## src/rtl/delay_pkg.sv

```systemverilog
`default_nettype none
// ============================================================================
//  Module : delay_pkg
//  Brief  : Shared sizing rules and pointer wrap helper for the delay blocks.
//  Rev    : 1.0  initial release
// ============================================================================
package delay_pkg;

  // Pointer width; DEPTH below 2 is rejected by the users, this only keeps it >0.
  function automatic int unsigned ptr_w(input int unsigned depth);
    return (depth < 2) ? 32'd1 : $clog2(depth);
  endfunction

  function automatic int unsigned lvl_w(input int unsigned depth);
    return $clog2(depth + 1);
  endfunction

  // Explicit wrap so non power-of-two depths work.
  function automatic int unsigned ptr_wrap(input int unsigned ptr, input int unsigned depth);
    return (ptr >= depth - 1) ? 32'd0 : ptr + 32'd1;
  endfunction

endpackage
`default_nettype wire

```

## src/rtl/delay_elastic_if.sv

```systemverilog
`default_nettype none
// ============================================================================
//  Module : delay_elastic_if
//  Brief  : Valid/ready stream bundle used on both ends of delay_elastic.
//  Rev    : 1.0  initial release
// ============================================================================
interface delay_elastic_if #(
  parameter int WIDTH = 8
);
  logic [WIDTH-1:0] data;
  logic             valid;
  logic             ready;

  modport master (output data, output valid, input ready);
  modport slave  (input data, input valid, output ready);
endinterface
`default_nettype wire

```

## src/rtl/delay_elastic.sv

```systemverilog
`default_nettype none
// ============================================================================
//  Module : delay_elastic
//  Brief  : DEPTH-entry order-preserving elastic buffer with registered
//           valid/ready on both sides; minimum latency one cycle.
//  Rev    : 1.0  initial release
// ============================================================================
module delay_elastic
  import delay_pkg::*;
#(
  parameter int WIDTH = 8,
  parameter int DEPTH = 4
) (
  input  wire logic                      clk,
  input  wire logic                      rst_n,
  delay_elastic_if.slave                 sink_if,
  delay_elastic_if.master                source_if,
  output logic [lvl_w(DEPTH)-1:0]        level
);

  localparam int PTR_W = ptr_w(DEPTH);
  localparam int LVL_W = lvl_w(DEPTH);
  localparam logic [LVL_W-1:0] C_DEPTH_LVL = LVL_W'(DEPTH);

  if (DEPTH < 2 || WIDTH < 1) begin : g_param_check
    $error("delay_elastic: DEPTH must be >= 2 and WIDTH >= 1");
  end

  logic [WIDTH-1:0] r_mem [DEPTH];
  logic [PTR_W-1:0] r_wr_ptr;
  logic [PTR_W-1:0] r_rd_ptr;
  logic [LVL_W-1:0] r_level;
  logic             r_sink_ready;

  logic             w_push;
  logic             w_pop;
  logic             w_source_valid;
  logic [LVL_W-1:0] w_level_next;
  logic             w_ready_next;

  assign w_source_valid = (r_level != '0);
  assign w_push         = sink_if.valid & r_sink_ready;
  assign w_pop          = w_source_valid & source_if.ready;

  always_comb begin
    w_level_next = r_level;
    if (w_push && !w_pop) begin
      w_level_next = r_level + 1'b1;
    end else if (w_pop && !w_push) begin
      w_level_next = r_level - 1'b1;
    end
    // Ready looks only at the updated level, so a pop while full shows up next cycle.
    w_ready_next = (w_level_next < C_DEPTH_LVL);
  end

  always_ff @(posedge clk or negedge rst_n) begin
    if (!rst_n) begin
      for (int i = 0; i < DEPTH; i++) begin
        r_mem[i] <= '0;
      end
      r_wr_ptr     <= '0;
      r_rd_ptr     <= '0;
      r_level      <= '0;
      r_sink_ready <= 1'b0;
    end else begin
      if (w_push) begin
        r_mem[r_wr_ptr] <= sink_if.data;
        r_wr_ptr        <= PTR_W'(ptr_wrap(32'(r_wr_ptr), DEPTH));
      end
      if (w_pop) begin
        r_rd_ptr <= PTR_W'(ptr_wrap(32'(r_rd_ptr), DEPTH));
      end
      r_level      <= w_level_next;
      r_sink_ready <= w_ready_next;
    end
  end

  assign sink_if.ready    = r_sink_ready;
  assign source_if.data   = r_mem[r_rd_ptr];
  assign source_if.valid  = w_source_valid;
  assign level            = r_level;

endmodule
`default_nettype wire

```

## src/flat_wrapper.sv

```systemverilog
// flat-port wrapper written by rule: the top's interface ports become plain ports
module delay_elastic_flat import delay_pkg::*;
#(
  parameter int WIDTH = 8,
  parameter int DEPTH = 4
)
  (clk, rst_n, level, sink_if_data, sink_if_valid, sink_if_ready, source_if_data, source_if_valid, source_if_ready);
  delay_elastic_if #(.WIDTH(WIDTH)) sink_if_i ();
  delay_elastic_if #(.WIDTH(WIDTH)) source_if_i ();
  input  wire logic clk;
  input  wire logic rst_n;
  output logic [lvl_w(DEPTH)-1:0] level;
  input wire logic [$bits(sink_if_i.data)-1:0] sink_if_data;
  input wire logic [$bits(sink_if_i.valid)-1:0] sink_if_valid;
  output wire logic [$bits(sink_if_i.ready)-1:0] sink_if_ready;
  output wire logic [$bits(source_if_i.data)-1:0] source_if_data;
  output wire logic [$bits(source_if_i.valid)-1:0] source_if_valid;
  input wire logic [$bits(source_if_i.ready)-1:0] source_if_ready;
  assign sink_if_i.data = sink_if_data;
  assign sink_if_i.valid = sink_if_valid;
  assign sink_if_ready = sink_if_i.ready;
  assign source_if_data = source_if_i.data;
  assign source_if_valid = source_if_i.valid;
  assign source_if_i.ready = source_if_ready;
  delay_elastic #(.WIDTH(WIDTH), .DEPTH(DEPTH)) u_core (.clk(clk), .rst_n(rst_n), .sink_if(sink_if_i), .source_if(source_if_i), .level(level));
endmodule
```

## config.mk

```make
export PLATFORM = sky130hd
export DESIGN_NAME = delay_elastic_flat
export DESIGN_NICKNAME = d
export VERILOG_FILES = /design/src/rtl/delay_pkg.sv /design/src/rtl/delay_elastic_if.sv /design/src/rtl/delay_elastic.sv /design/src/flat_wrapper.sv
export SDC_FILE = /design/constraint.sdc
export NUM_CORES = 1
export LEC_CHECK = 0
export BUFFER_PORTS_ARGS = -buffer_cell sky130_fd_sc_hd__clkbuf_2
export CELL_PAD_IN_SITES_DETAIL_PLACEMENT = 2
export CELL_PAD_IN_SITES_GLOBAL_PLACEMENT = 2
export CORE_AREA = 2 2 112 60
export CTS_CLUSTER_DIAMETER = 100
export DETAILED_ROUTE_END_ITERATION = 7
export DIE_AREA = 0 0 114 62
export PLACE_DENSITY = 0.75
export SYNTH_ARGS = -nofsm -noshare
export SYNTH_HDL_FRONTEND = slang
export SYNTH_SLANG_ARGS = --single-unit
```

## constraint.sdc

```tcl
create_clock -name clk -period 4.2 [get_ports clk]
set_clock_uncertainty 0.2 [all_clocks]
set_input_delay 0.63 -clock clk [delete_from_list [all_inputs] [get_ports clk]]
set_output_delay 0.63 -clock clk [all_outputs]
set_load 0.005 [all_outputs]
```

==> impl_metrics.csv, run 1 <==
group,metric,value,unit
worst_setup_path,worstPathArrival,1.78,ns
layout,design_area,0.00245,sq mm
timing,fmax,383,MHz
die,start_util,33.2,%
yosys,syn-num-nets,148,
layout,final_core_util,39.2,%
timing,slew_headroom,32.5,%
yosys,syn_inst,126,
drt,drt_iter0_markers,35,
drt,antenna_left,0,
grt,overflow,0,
cts,cts_buffers,5,
cts,ctsResizeCount,0,
placed_design,routabilityCongestion,0.729,
layout,area_growth,17.9,%
worst_setup_path,startpoint_type,"flip-flop",
grt,grt_pass1_vias,1276,
die,io_pins,25,
worst_hold_path,hold_path_class,"reg -> reg",
cts,clk_latency,0.28,ns
grt,antenna_found_initial,0,
timing,slew_violations,0,
yosys,synthArstFlopShare,100,%
power,powerDensity,829,mW/mm^2
layout,fill_cells,628,
worst_setup_path,cp_slowest_cell,"dfrtp_1",
placed_design,dp_hpwl,3130,microns
layout,drive_gt1_share,51.3,%
grt,grt_max_degree,41,
layout,fin_nets,177,
run,drv_cap,0,
run_status,run_status,"finished, final reports clean",
worst_setup_path,worstPathCellList,"mux4_2 -> clkbuf_2",
power,ir_drop,244,uV
drt,drc_errors,0,
timing,post-route-min-period,2.61,ns
timing,setup-tns-final,0,ns
cts,cts_buffer_depth,2,
timing,worstMarginPinSlew,1.01,ns
drt,wl_per_cell,18.7,microns
cts,ctsHoldBuffers,0,
timing,rsz0062_at_grt,"no",
timing,setup_viol,0,
yosys,syn-cell-area,0.00208,sq mm
cts,cts_htree_levels,2,
timing,period_share,62.1,%
yosys,ys_seq_area_share,48.2,%
yosys,synth_edf_count,0,
drt,wl,4400,microns
cts,post_cts_buffers,0,
die,coreArea,0.00625,sq mm
cts,cts.sinks,40,
grt,grt.total_usage,14.4,%
worst_setup_path,path_class,"reg -> out",
power,p_total,2030,uW
worst_setup_path,critPathMaxStageDelay,0.76,ns
yosys,syn_area_per_cell,16.5,sq um
die,die_h,62,microns
cts,tritoncts,"yes",
die,die-area,0.00707,sq mm
cts,clk_pin_slew_worst_paths,0.06,ns
drt,drtPass1Iterations,4,
placed_design,postPlaceCellArea,0.00228,sq mm
placed_design,port_buffers,24,
power,leakage,0.00119,uW
die,die_x,114,microns
yosys,synthFlopType,"dfrtp_1",
cts,root_buffer,"clkbuf_16",
timing,hold_viol,0,
layout,antennaDiodeCount,0,
worst_setup_path,crit_fanout,11,
yosys,synth_warnings,0,
yosys,synthDistinctLibCells,24,
die,rows,21,
drt,via_per_inst,4.80,
drt,vias,1132,
worst_setup_path,cp-end-kind,"primary output",
worst_setup_path,required,3.37,ns
yosys,synth-seq-cells,40,
grt,grt_first_pass_wirelength,7270,microns
-- stage by stage --
step	cells	hold WS, ns	setup slack [ns]
6_report	236	0.308	1.59
4_1_cts	236	0.313	1.54
3_5_place_dp	228	0.292	1.85
5_1_grt	236	0.328	1.48
2_1_floorplan	126	0.134	2.36
3_3_place_gp	228	0.288	1.88
-- report_power, final --
group / switching, uW / internal [uW]
Sequential: 169 / 579
Clock: 152 / 279
Combinational: 318 / 533
-- metal layers --
layer	vias up	share of wire, %	track usage (%)
met2	15	48	22.4
li1	513	-	-
met3	4	2.6	3.59
met1	600	49	20.2
met4	0	0.80	4.18
met5	-	0	0
-- Yosys cell counts (2+ instances only) --
cell	count	area (sq um)
nor2_1	2	7.51
o31ai_1	2	15.0
o21ai_0	2	10.0
ha_1	10	125
mux2_1	2	22.5
nor2b_1	2	12.5
nand2_8	4	80.1
nand2_1	4	15.0
dfrtp_1	40	1000
o21ai_1	2	10.0
mux4_2	8	180
inv_1	5	18.8
mux2_4	32	480
-- logic make-up (layout without fill, tap and decap cells) --
family | Yosys count | in the layout | share of synthesized area [%]
muxes | 43 | 43 | 33.4
DFF | 40 | 40 | 48.2
and+or+nand+nor | 17 | 17 | 7.47
adders and majority gates | 10 | 10 | 6.02
buffers and inverters | 8 | 38 | 2.47
AOI/OAI and AO/OA | 7 | 7 | 2.05
xor gates and xnor gates | 1 | 1 | 0.422
-- registers in the layout (all words and copies together), names as in the netlist, named ones only --
| signal | cells |
|---|---|
| u_core.r_mem | 32 |
| u_core.level | 2 |
| u_core.r_rd_ptr | 2 |
| u_core.r_wr_ptr | 2 |
| u_core.sink_if.ready | 1 |
-- cell usage in the layout (no fill, tap or decap), types with 2 or more instances in the layout --
cell       netlist  layout
nand2_1          4       4
mux4_2           8       8
inv_1            5       5
nand2_8          4       4
dfrtp_1         40      40
ha_1            10      10
o31ai_1          2       2
clkbuf_2         1      24
nor2_1           2       2
o21ai_1          2       2
clkbuf_16        0       5
nor2b_1          2       2
mux2_1           2       2
mux2_4          32      32
o21ai_0          2       2
-- final timing paths --
kind                       slack (ns)               start  depth (start not counted)              endpoint
max in group asynchronous        2.86               rst_n                          1      u_core.r_mem[24]
min in group asynchronous        0.32               rst_n                          1  u_core.sink_if.ready
max                              1.59  u_core.r_rd_ptr[0]                          2     source_if_data[2]
min                              0.31     u_core.r_mem[6]                          1       u_core.r_mem[6]
min reg2reg                      0.31     u_core.r_mem[6]                          1       u_core.r_mem[6]
max reg2reg                      2.16     u_core.level[0]                          9  u_core.sink_if.ready
-- cell type report --
cell class                      instances  area (sq um)  share of cell area, %
Timing Repair Buffer                   24           120                   4.91
Multi-Input combinational cell         78          1020                   41.8
Clock inverter                          3          42.5                   1.74
Clock buffer                            5           125                   5.11
Inverter                                6          35.0                   1.43
Tap cell                               80           100                   4.09
Sequential cell                        40          1000                   40.9
-- worst max-delay path: cells and delay by family, from the launching register on --
family | cells | cell delay, ns
mux | 1 | 0.60
buf+inv | 1 | 0.13
flops | 1 | 0.76
Power figures use the tool's default switching activity.
==> run 2, diff against run 1 <==
--- a/config.mk
+++ b/config.mk
@@ -12,7 +12,7 @@
 export CTS_CLUSTER_DIAMETER = 100
 export DETAILED_ROUTE_END_ITERATION = 7
 export DIE_AREA = 0 0 114 62
-export PLACE_DENSITY = 0.75
+export PLACE_DENSITY = 0.78
 export SYNTH_ARGS = -nofsm -noshare
 export SYNTH_HDL_FRONTEND = slang
 export SYNTH_SLANG_ARGS = --single-unit
==> constraint.sdc (replaced) <==
create_clock -name clk -period 2.3 [get_ports clk]
set_clock_uncertainty 0.2 [all_clocks]
set_input_delay 0.345 -clock clk [delete_from_list [all_inputs] [get_ports clk]]
set_output_delay 0.345 -clock clk [all_outputs]
set_load 0.005 [all_outputs]
==> run 2 against run 1 <==
Wire length up 6.9%. Die area unchanged. Register-to-register slack worse by 2.0 ns. Largest cell class unchanged. Largest power group unchanged. Via count up 0.71%. Global-route usage up 0.94 points. Utilization up 0.24 points.
==> impl_metrics.csv, run 2 (synthesized netlist as in run 1, its figures left out) <==
group,metric,value,unit
worst_setup_path,r2r_cells,9,
die,start_util,33.2,%
timing,period_share,91.7,%
timing,setup-tns-final,0,ns
layout,regArea,0.00100,sq mm
cts,clk_pin_slew_worst_paths,0.06,ns
timing,slew_headroom,63.8,%
drt,m1WireLength,2200,microns
placed_design,dpl_worst_slack,0.227,ns
timing,setup_viol,0,
cts,clk_latency,0.28,ns
die,die_x,114,microns
cts,tritoncts,"yes",
cts,cts.sinks,40,
grt,grt.total_usage,15.3,%
die,die_h,62,microns
layout,antennaDiodeCount,0,
worst_setup_path,crit_cells,2,
timing,slew_violations,0,
worst_setup_path,r2r_start,"u_core.level[0]",
worst_setup_path,worstPathCellList,"mux4_2 -> clkbuf_2",
worst_setup_path,worstPathArrival,1.56,ns
layout,drive_gt1_share,51.3,%
run_status,run_status,"finished, final reports clean",
drt,wl,4710,microns
layout,fill_cells,614,
power,leakage,0.00120,uW
layout,multi_input_area,0.00102,sq mm
grt,grt_first_pass_wirelength,7610,microns
drt,via_per_inst,4.79,
power,powerDensity,1520,mW/mm^2
worst_setup_path,path_class,"reg -> out",
worst_setup_path,critPathBufInv,1,
die,die-area,0.00707,sq mm
drt,antenna_left,0,
timing,fin_ws,0.190,ns
cts,cts_buffers,5,
worst_hold_path,hold_path_class,"in -> reg",
cts,root_buffer,"clkbuf_16",
cts,cts_buffer_depth,2,
worst_setup_path,r2r-end,"u_core.sink_if.ready",
layout,final_core_util,39.4,%
layout,largest_reg_flops,32,
drt,wl_per_cell,19.8,microns
drt,met3_length,160,microns
worst_setup_path,startpoint_type,"flip-flop",
cts,cts_htree_levels,2,
worst_setup_path,startpoint,"u_core.r_rd_ptr[0]",
timing,worstMarginPinSlew,0.543,ns
grt,antenna_found_initial,0,
drt,maxUsedRoutingLayer,"met4",
worst_setup_path,r2r_slack,0.20,ns
die,io_pins,25,
drt,drtPass1Iterations,3,
timing,post-route-min-period,2.11,ns
grt,grt_max_degree,41,
drt,dr_wl_met2,2270,microns
layout,final_common_cell,"dfrtp_1",
worst_setup_path,cp-end-kind,"primary output",
layout,area_growth,18.6,%
power,ir_drop,393,uV
layout,layout_common_cells,"39 x dfrtp_1, 32 x mux2_4, 24 x clkbuf_2",
drt,vias,1140,
layout,largest-register,"u_core.r_mem",
timing,fmax,474,MHz
worst_setup_path,crit_fanout,11,
worst_setup_path,crit_family,"flip-flops",
power,p_total,3740,uW
worst_setup_path,critPathCapture,"source_if_data[3]",
timing,hold_viol,0,
grt,grt_pass1_vias,1355,
timing,timing.hold.ws,0.150,ns
layout,fin_nets,179,
worst_setup_path,critPathMaxStageDelay,0.59,ns
placed_design,routabilityCongestion,0.812,
placed_design,dp_hpwl,3260,microns
die,rows,21,
worst_setup_path,cp_slowest_cell,"dfrtp_2",
die,coreArea,0.00625,sq mm
placed_design,port_buffers,24,
worst_setup_path,required,1.75,ns
timing,rsz0062_at_grt,"no",
drt,drt_iter0_markers,41,
run,drv_cap,0,
grt,overflow,0,
drt,drc_errors,0,
## run 2: cell type report
cell class                      instances  area share, %
Multi-Input combinational cell         78           41.6
Sequential cell                        40           40.7
Timing Repair Buffer                   26           5.59
Clock buffer                            6           5.23
Tap cell                               80           4.06
Clock inverter                          2           1.42
Inverter                                6           1.42
## run 2: worst min path at each step
stage | start | end | slack, ns | depth (start not counted)
after floorplan | rst_n | asynchronous set/reset pin | -0.15 | 0
after global placement | rst_n | u_core.sink_if.ready | 0.21 | 2
after detailed placement | rst_n | u_core.sink_if.ready | 0.24 | 2
after CTS | sink_if_data[2] | u_core.r_mem[26] | 0.14 | 2
after global routing | sink_if_data[4] | u_core.r_mem[28] | 0.16 | 2
final | sink_if_data[2] | u_core.r_mem[26] | 0.15 | 2
## run 2: worst register-to-register path, stage by stage, from the launching register on
cell and delay, ns:
dfrtp_1 0.43, inv_1 0.11, ha_1 0.19, nand2b_2 0.08
nand2_2 0.13, inv_1 0.06, ha_1 0.22, nor2b_1 0.15
a22oi_1 0.25, xor2_1 0.19
## run 2: timing repair
action                                  4_1_cts  5_1_grt
endpoints found under the hold margin        40        0
setup buffers                                 0        0
gates resized for setup                       1        0
endpoints found under the setup margin        8        0
hold buffers                                  1        0
## run 2: report_power, final
| group | internal (uW) | switching (uW) | total (uW) |
|---|---|---|---|
| clock network | 510 | 275 | 785 |
| logic | 979 | 597 | 1580 |
| registers | 1060 | 320 | 1380 |
## run 2: layer usage
metal / vias to the layer above / GRT usage, %
met4: 0 / 6.27
met5: - / 0
met2: 18 / 25.3
met3: 7 / 4.46
met1: 603 / 19.5
li1: 512 / -
## run 2: stage by stage
stage / instances / instance area (sq um)
after floorplan: 126 / 2080
after CTS: 238 / 2460
after global routing: 238 / 2460
final: 238 / 2460
after global placement: 229 / 2290
after detailed placement: 229 / 2290
